## config.mk

```make
export PLATFORM = sky130hd
export DESIGN_NAME = seq_multiplier_flat
export DESIGN_NICKNAME = d
export VERILOG_FILES = /design/src/rtl/seq_mul_if.sv /design/src/rtl/seq_multiplier.sv /design/src/flat_wrapper.sv
export SDC_FILE = /design/constraint.sdc
export NUM_CORES = 1
export LEC_CHECK = 0
export ABC_AREA = 1
export ABC_CLOCK_PERIOD_IN_PS = 6380
export BUFFER_PORTS_ARGS = -buffer_cell sky130_fd_sc_hd__buf_2
export CORE_MARGIN = 5
export CORE_UTILIZATION = 50
export CTS_CLUSTER_SIZE = 30
export DETAILED_ROUTE_END_ITERATION = 8
export GPL_ROUTABILITY_DRIVEN = 0
export PLACE_DENSITY = 0.72
export SETUP_SLACK_MARGIN = 0.5
export SKIP_CTS_REPAIR_TIMING = 1
export SKIP_LAST_GASP = 1
export SLEW_MARGIN = 20
export SYNTH_ARGS = -nofsm -noshare
export SYNTH_HDL_FRONTEND = slang
export SYNTH_SLANG_ARGS = --single-unit
```

## constraint.sdc

```tcl
create_clock -name clk -period 6.38 [get_ports clk]
set_clock_uncertainty 0.15 [all_clocks]
set_input_delay 0.638 -clock clk [delete_from_list [all_inputs] [get_ports clk]]
set_output_delay 0.638 -clock clk [all_outputs]
set_load 0.03 [all_outputs]
```

## src/rtl/seq_mul_if.sv

```systemverilog
// Handshake and operand/product bundle between the multi-cycle controller and seq_multiplier.
// SEQ_MUL_SIGNED_EN adds the is_signed request bit.
interface seq_mul_if #(
  parameter int unsigned WIDTH = 16
);
  logic             start;
  logic [WIDTH-1:0] operand_a;
  logic [WIDTH-1:0] operand_b;
`ifdef SEQ_MUL_SIGNED_EN
  logic             is_signed;
`endif
  logic             busy;
  logic             done;
  logic [WIDTH-1:0] product_lo;
  logic [WIDTH-1:0] product_hi;

`ifdef SEQ_MUL_SIGNED_EN
  modport master (
    output start, operand_a, operand_b, is_signed,
    input  busy, done, product_lo, product_hi
  );
  modport slave (
    input  start, operand_a, operand_b, is_signed,
    output busy, done, product_lo, product_hi
  );
`else
  modport master (
    output start, operand_a, operand_b,
    input  busy, done, product_lo, product_hi
  );
  modport slave (
    input  start, operand_a, operand_b,
    output busy, done, product_lo, product_hi
  );
`endif
endinterface

```

## src/rtl/seq_multiplier.sv

```systemverilog
// Shift-add multiplier, one multiplier bit per cycle, registered 2*WIDTH-bit product.
// SEQ_MUL_SIGNED_EN enables two's complement operands via the is_signed request bit.
module seq_multiplier #(
  parameter int unsigned WIDTH = 16
) (
  input logic     clk,
  input logic     rst,
  seq_mul_if.slave bus
);
  localparam int unsigned CntW = $clog2(WIDTH + 1);

  typedef enum logic [1:0] {StIdle, StRun, StDone} state_e;

  state_e           state_q, state_d;
  logic [WIDTH-1:0] mcand_q, mcand_d;
  logic [WIDTH-1:0] mplier_q, mplier_d;
  logic [WIDTH-1:0] acc_q, acc_d;
  logic [WIDTH-1:0] prod_lo_q, prod_lo_d;
  logic [WIDTH-1:0] prod_hi_q, prod_hi_d;
  logic [CntW-1:0]  count_q, count_d;
  logic [WIDTH:0]   sum;
  logic [2*WIDTH-1:0] result;
  logic [WIDTH-1:0] a_in, b_in;
`ifdef SEQ_MUL_SIGNED_EN
  logic             neg_q, neg_d;
`endif

  // Signed requests iterate on magnitudes; the sign is re-applied on completion.
`ifdef SEQ_MUL_SIGNED_EN
  assign a_in = (bus.is_signed && bus.operand_a[WIDTH-1]) ? -bus.operand_a : bus.operand_a;
  assign b_in = (bus.is_signed && bus.operand_b[WIDTH-1]) ? -bus.operand_b : bus.operand_b;
  assign result = neg_q ? -{acc_q, mplier_q} : {acc_q, mplier_q};
`else
  assign a_in = bus.operand_a;
  assign b_in = bus.operand_b;
  assign result = {acc_q, mplier_q};
`endif

  assign sum = {1'b0, acc_q} + (mplier_q[0] ? {1'b0, mcand_q} : '0);

  always_comb begin
    state_d   = state_q;
    mcand_d   = mcand_q;
    mplier_d  = mplier_q;
    acc_d     = acc_q;
    prod_lo_d = prod_lo_q;
    prod_hi_d = prod_hi_q;
    count_d   = count_q;
`ifdef SEQ_MUL_SIGNED_EN
    neg_d     = neg_q;
`endif
    unique case (state_q)
      StIdle, StDone: begin
        if (bus.start) begin
          state_d  = StRun;
          mcand_d  = a_in;
          mplier_d = b_in;
          acc_d    = '0;
          count_d  = CntW'(WIDTH);
`ifdef SEQ_MUL_SIGNED_EN
          neg_d    = bus.is_signed && (bus.operand_a[WIDTH-1] ^ bus.operand_b[WIDTH-1]);
`endif
        end else begin
          state_d = StIdle;
        end
      end
      StRun: begin
        if (count_q == '0) begin
          state_d   = StDone;
          prod_hi_d = result[2*WIDTH-1:WIDTH];
          prod_lo_d = result[WIDTH-1:0];
        end else begin
          acc_d    = sum[WIDTH:1];
          mplier_d = {sum[0], mplier_q[WIDTH-1:1]};
          count_d  = count_q - CntW'(1);
        end
      end
      default: state_d = StIdle;
    endcase
  end

  always_ff @(posedge clk) begin
    if (rst) begin
      state_q   <= StIdle;
      mcand_q   <= '0;
      mplier_q  <= '0;
      acc_q     <= '0;
      prod_lo_q <= '0;
      prod_hi_q <= '0;
      count_q   <= '0;
`ifdef SEQ_MUL_SIGNED_EN
      neg_q     <= 1'b0;
`endif
    end else begin
      state_q   <= state_d;
      mcand_q   <= mcand_d;
      mplier_q  <= mplier_d;
      acc_q     <= acc_d;
      prod_lo_q <= prod_lo_d;
      prod_hi_q <= prod_hi_d;
      count_q   <= count_d;
`ifdef SEQ_MUL_SIGNED_EN
      neg_q     <= neg_d;
`endif
    end
  end

  assign bus.busy       = (state_q == StRun);
  assign bus.done       = (state_q == StDone);
  assign bus.product_lo = prod_lo_q;
  assign bus.product_hi = prod_hi_q;
endmodule

```

## src/flat_wrapper.sv

```systemverilog
// flat-port wrapper written by rule: the top's interface ports become plain ports
module seq_multiplier_flat 
#(
  parameter int unsigned WIDTH = 16
)
  (clk, rst, bus_start, bus_operand_a, bus_operand_b, bus_busy, bus_done, bus_product_lo, bus_product_hi);
  seq_mul_if #(.WIDTH(WIDTH)) bus_i ();
  input logic clk;
  input logic rst;
  input wire logic [$bits(bus_i.start)-1:0] bus_start;
  input wire logic [$bits(bus_i.operand_a)-1:0] bus_operand_a;
  input wire logic [$bits(bus_i.operand_b)-1:0] bus_operand_b;
  output wire logic [$bits(bus_i.busy)-1:0] bus_busy;
  output wire logic [$bits(bus_i.done)-1:0] bus_done;
  output wire logic [$bits(bus_i.product_lo)-1:0] bus_product_lo;
  output wire logic [$bits(bus_i.product_hi)-1:0] bus_product_hi;
  assign bus_i.start = bus_start;
  assign bus_i.operand_a = bus_operand_a;
  assign bus_i.operand_b = bus_operand_b;
  assign bus_busy = bus_i.busy;
  assign bus_done = bus_i.done;
  assign bus_product_lo = bus_i.product_lo;
  assign bus_product_hi = bus_i.product_hi;
  seq_multiplier #(.WIDTH(WIDTH)) u_core (.clk(clk), .rst(rst), .bus(bus_i));
endmodule
```

Yosys cells after proc, flatten, opt, wreduce, memory -nomap -nowiden
Index checks and enable logic that the tools add are counted.

word-level totals
  register bits after elaboration = 87
  bits in latches = 0
  RAM bits = 0
  ROM bits = 0
  input port bits = 35
  output and inout port bits = 34
  word-level logic and storage cells = 34
  memories = 0

operators by class
  add/sub/neg operators = 2
  $mul = 0
  divide/modulo/power cells = 0
  order comparisons = 0
  equal/unequal tests = 5
  shift operators = 0
  multiplexer cells = 13
  bitwise gates (word level) = 0
  reductions and logical operators = 7

operators by type and width
  kind                                                                   number
  16-bit 2-to-1 mux                                                      5
  16-bit case mux with 2 select lines                                    2
  16-bit by 17-bit adder with 17-bit output                              1
  5-bit 2-to-1 mux                                                       2
  5-bit case mux with 2 select lines                                     1
  5-bit zero test                                                        1
  5-bit by 1-bit subtractor with 5-bit output, second input constant     1
  2-bit != test, second input constant                                   2
  2-bit case mux with 2 select lines                                     1
  2-bit AND reduction                                                    2
  3-bit AND reduction                                                    1
  2-bit by 1-bit equality test with 1-bit output, second input constant  1
  2-bit equality test, second input constant                             1
  2-bit zero test                                                        1
  2-bit 2-to-1 mux                                                       1
  2-bit by 1-bit != test with 1-bit output, second input constant        1
  2-bit nonzero test                                                     1
  2-bit OR reduction                                                     1
  1-bit 2-to-1 mux                                                       1

Depth between registers and ports, before layout
  depth after elaboration = 4
  depth in mapped cells = 16

Least setup slack after synthesis
Ideal clock, no wire load.

  kind = register to register
  start = reg u_core.mplier_q[0]
  end = reg u_core.acc_q[15]
  setup time = 0.071 ns
  arrival = 2.140 ns
  data required time = 6.159 ns
  setup slack = 4.018 ns
  cell stages (with the launch flop) = 17
  path through = dfxtp_1 > clkbuf_1 > clkbuf_1 > nand2_1 > inv_1 > ha_1 > inv_1 > fa_1 > inv_1 > nand3_1 > nand3_1 > nand3_1 > nand3_1 > nand2_1 > nand2_1 > nand2_1 > a21oi_1

between the ends
  longest elaborated chain between the ends = 4

ends and longest elaborated chain
  element                                    RTL line              text
  start: declaration                         seq_multiplier.sv:16  logic [WIDTH-1:0] mplier_q, mplier_d;
  start signal: assignment                   seq_multiplier.sv:97  mplier_q <= mplier_d;
  16-bit 2-to-1 mux                          seq_multiplier.sv:39  assign sum = {1'b0, acc_q} + (mplier_q[0] ? {1'b0, mcand_q} : '0);
  16-bit by 17-bit adder with 17-bit output  seq_multiplier.sv:39
  16-bit 2-to-1 mux                          seq_multiplier.sv:68  if (count_q == '0) begin
  16-bit case mux with 2 select lines        seq_multiplier.sv:52  unique case (state_q)
  end signal: assignment                     seq_multiplier.sv:87  acc_q <= '0;
  end signal: assignment                     seq_multiplier.sv:98  acc_q <= acc_d;
  end: declaration                           seq_multiplier.sv:17  logic [WIDTH-1:0] acc_q, acc_d;

No other way between the ends. The select of a mux whose other input is x is not followed.
A chain may end at the register's enable or synchronous reset.

Worst setup path in the final report
  start = reg u_core.count_q[1]
  end = reg u_core.prod_hi_q[15], in the netlist u_core.bus.product_hi[15]

between the ends
  longest elaborated chain between the ends = 2

ends and longest elaborated chain
  element                               RTL line               text
  start: declaration                    seq_multiplier.sv:20   logic [CntW-1:0] count_q, count_d;
  start signal: assignment              seq_multiplier.sv:101  count_q <= count_d;
  5-bit zero test                       seq_multiplier.sv:68
  2-bit AND reduction (no source line)  -
  end signal: assignment                seq_multiplier.sv:100  prod_hi_q <= prod_hi_d;
  end: declaration                      seq_multiplier.sv:19   logic [WIDTH-1:0] prod_hi_q, prod_hi_d;

No other way between the ends.

==> impl_summary.txt <==
----------------------------------------------------
[Clock network]
  Clock buffers created by TritonCTS ... 9
  Clk_lat worst skew ... 0.35 ns
  CTS Sinks ... 87
  Clock-pin slew reported for the worst setup and hold paths after clock tree synthesis ... 0.10 ns
  TritonCTS clock tree ... built
  Clock buffer depth ... 2
  Maximum level of the CTS H-tree ... 3
  Root Driver ... sky130_fd_sc_hd__clkbuf_8

[STA]
  Finish-stage setup viols ... 0
  Final Worst Setup Slack ... 3.755 ns
  Worst slew margin relative to its limit ... 30.00%
  Post-route setup TNS ... 0 ns
  Worst Hold Slack ... 0.3406 ns
  Unrepaired setup endpoints after global routing ... false
  Worst slew pin tran ... 1.049 ns
  Crit path time final ... 2.625 ns
  Highest clock frequency the design can meet ... 381.0 MHz
  Final Max Tran Viols ... 0
  Final-report hold violation count ... 0
  Tcrit/Tclk final ... 41.14%

[Drt]
  Final routed DRC violation total ... 0
  Violation count after the first detailed-route iteration ... 201
  Via/cell ratio ... 5.156
  Total number of vias ... 4063
  Routed wirelength normalized by instance count ... 13.17 um
  Count of TritonRoute iterations in the first routing pass ... 5
  Post-detailed-route count of antenna-violating nets ... 0
  Total Wirelength ... 10.38 mm

[GRT]
  Remaining global-route overflow ... 0
  Wire length of the first global-routing pass ... 17.72 mm
  Vias in the first global route ... 3868
  Largest net degree at the start of global routing ... 52
  Total routing usage reported by global routing ... 20.63%
  Number of antenna violations at the first check in global routing ... 0

[Critical path]
  Largest driver fanout on the critical path ... 34
  Startpoint types ... flop
  Worst reg-to-reg setup slack ... 3.76 ns
  R2r startpoint ... u_core.count_q[1]
  Data arrival time of the critical path ... 2.71 ns
  Worst Path Required ... 6.47 ns
  CP Cell Sequence ... inv_1, ha_1, nand3_4, nor2_4, inv_1, nor2_1, nor2_1
  R2r worst-path depth ... 7
  Slowest cell on crit path ... sky130_fd_sc_hd__inv_1
  Critical Path Sink Type ... flop
  Delay of the slowest cell on the worst path ... 0.68 ns
  Worst setup path category ... reg2reg
  Worst r2r dst ... u_core.bus.product_hi[15]

[Worst hold path]
  Class of the tightest hold or removal check ... reg2reg
  Hold Path Sink ... u_core.mcand_q[7]
  Hold wc startpoint ... u_core.mcand_q[7]
  Worst Hold Path Cells ... 2

[Layout]
  Number of diodes ... 0
  Layout cells sized above 1 ... 15.08%
  Layout overhead on the synthesized area ... 11.79%
  Count of nets after finishing ... 732
  Post-layout instance area ... 0.004816 mm2

[Run status]
  Run status ... completed

[Synth]
  Number of warnings issued by yosys ... 0
  Share of the yosys chip area belonging to registers ... 40.43%
  Leading register cell type out of synthesis ... sky130_fd_sc_hd__dfxtp_1
  Syn Inst Count ... 626
  Avg Inst Size Synth ... 6.882 um2
  Count of state elements after synthesis ... 87
  Net Count, Synth ... 680
  Unique cell type count in the Yosys netlist ... 33
  Share of flip-flops with an asynchronous set or reset ... 0%
  Count of flip-flops with a built-in enable after synthesis ... 0
  Combined area of all synthesized cells ... 0.004308 mm2

[Floorplan]
  Overall die area ... 0.01057 mm2
  Core Footprint ... 0.008299 mm2
  Standard-cell rows ... 33
  Vertical die dimension ... 102.8 um
  X dimension of the die ... 102.8 um
  Top Ports ... 69
  Starting Density ... 51.91%

[Placed design]
  HPWL after DPL ... 7.152 mm
  Worst slack after detailed placement ... 3.744 ns
  Placed standard-cell area ... 0.004612 mm2
  Total of buffers placed on input and output ports ... 68

[Power]
  Leakage Power ... 2.517 nW
  Power density over the cells ... 267.0 mW/mm2
  Peak supply drop ... 0.1344 mV
  Total power after layout ... 1.286 mW

[Job]
  Max-cap violation count ... 0

----------------------------------------------------
[area by class of cell]
cell class	instances	area (um2)
Fill cell	804	3483
Multi-Input combinational cell	442	2135
Sequential cell	87	1742
Timing Repair Buffer	68	340.3
Inverter	70	264.0
Tap cell	105	131.4
Clock buffer	9	123.9
Clock inverter	7	80.08
[routing by layer]
layer  share of wire, %  wire, um  global-route usage (%)
met2                 45      4680                   33.66
met4                1.0       105                   5.976
met5                  0         0                       0
met1                 48      5031                   28.40
met3                5.4       563                   3.180
[synthesized netlist by cell type, types with 6 or more instances]
cell type	n	share of area (%)
sky130_fd_sc_hd__a21oi_1	27	3.1
sky130_fd_sc_hd__a31oi_1	16	2.3
sky130_fd_sc_hd__buf_6	7	1.8
sky130_fd_sc_hd__clkbuf_1	13	1.1
sky130_fd_sc_hd__dfxtp_1	87	40
sky130_fd_sc_hd__ha_1	18	5.2
sky130_fd_sc_hd__inv_1	66	5.8
sky130_fd_sc_hd__nand2_1	160	14
sky130_fd_sc_hd__nand3_1	20	2.3
sky130_fd_sc_hd__nor2_1	111	9.7
sky130_fd_sc_hd__nor3_1	6	0.70
sky130_fd_sc_hd__o21ai_0	53	6.2
[cells in the final DEF, fill, tap and decap left out]
cell and n:
sky130_fd_sc_hd__and2_1 1, sky130_fd_sc_hd__and3_1 2, sky130_fd_sc_hd__a21o_1 2, sky130_fd_sc_hd__inv_8 2, sky130_fd_sc_hd__inv_2 4, sky130_fd_sc_hd__nand2_1 160
sky130_fd_sc_hd__nor2_1 111, sky130_fd_sc_hd__dfxtp_1 87, sky130_fd_sc_hd__a31oi_1 16, sky130_fd_sc_hd__nand3_4 1, sky130_fd_sc_hd__ha_1 18, sky130_fd_sc_hd__clkinv_4 1
sky130_fd_sc_hd__or2_2 2, sky130_fd_sc_hd__nand4_1 3, sky130_fd_sc_hd__inv_6 1, sky130_fd_sc_hd__a21oi_2 4, sky130_fd_sc_hd__nand2_2 1, sky130_fd_sc_hd__a21oi_1 27
sky130_fd_sc_hd__inv_1 64, sky130_fd_sc_hd__o22ai_1 1, sky130_fd_sc_hd__nand3_1 20, sky130_fd_sc_hd__nor2_4 3, sky130_fd_sc_hd__clkbuf_8 9, sky130_fd_sc_hd__a211oi_1 2
sky130_fd_sc_hd__nor3_1 6, sky130_fd_sc_hd__o21ai_1 3, sky130_fd_sc_hd__fa_1 1, sky130_fd_sc_hd__clkinv_1 1, sky130_fd_sc_hd__nand3b_1 2, sky130_fd_sc_hd__nand3_2 1
sky130_fd_sc_hd__clkinv_2 3, sky130_fd_sc_hd__nand2_4 2, sky130_fd_sc_hd__bufinv_16 1, sky130_fd_sc_hd__buf_2 68, sky130_fd_sc_hd__o21ai_0 53
[worst max-delay path: cells and delay by family (launching register included)]
kind	cells	cell delay, ns
adders and majority gates	1	0.20
buffers and inverters	2	0.77
DFF	1	0.33
and+or+nand+nor	4	1.05
[per-stage QoR]
stage,std cells,utilization [%]
floorplan,626,-
global placement,772,55.57
detailed placement,772,55.57
CTS,788,58.03
global route,788,58.03
finish,788,58.03
[flip-flops by register name (all words and copies together) (netlist names)]
name,cells
u_core.acc_q,16
u_core.bus.product_hi,16
u_core.bus.product_lo,16
u_core.mcand_q,16
u_core.mplier_q,16
u_core.count_q,5
u_core.state_q,2
[power breakdown]
| group | internal (mW) | leakage (nW) | switching [mW] |
|---|---|---|---|
| combinational | 0.0768 | 1.70 | 0.183 |
| sequential | 0.594 | 0.712 | 0.0325 |
| clock | 0.187 | 0.107 | 0.212 |
| total | 0.858 | 2.52 | 0.428 |
[logic make-up after synthesis]
logic type | Yosys count | synth area share (%)
simple gates | 315 | 30.24
compound gates | 108 | 13.62
buf+inv | 97 | 10.02
flops | 87 | 40.43
fa+ha+maj | 19 | 5.693
[worst max-delay path by stage]
stage,start,endpoint,slack [ns],depth (start not counted)
floorplan,u_core.mplier_q[0],u_core.acc_q[15],4.02,16
global placement,rst,u_core.count_q[3],3.76,4
detailed placement,u_core.count_q[0],u_core.bus.product_hi[15],3.74,7
CTS,u_core.count_q[1],u_core.bus.product_hi[15],3.71,7
global route,u_core.count_q[1],u_core.bus.product_hi[15],3.48,7
finish,u_core.count_q[1],u_core.bus.product_hi[15],3.76,7
Note: power is estimated with default switching activity, not from simulation.
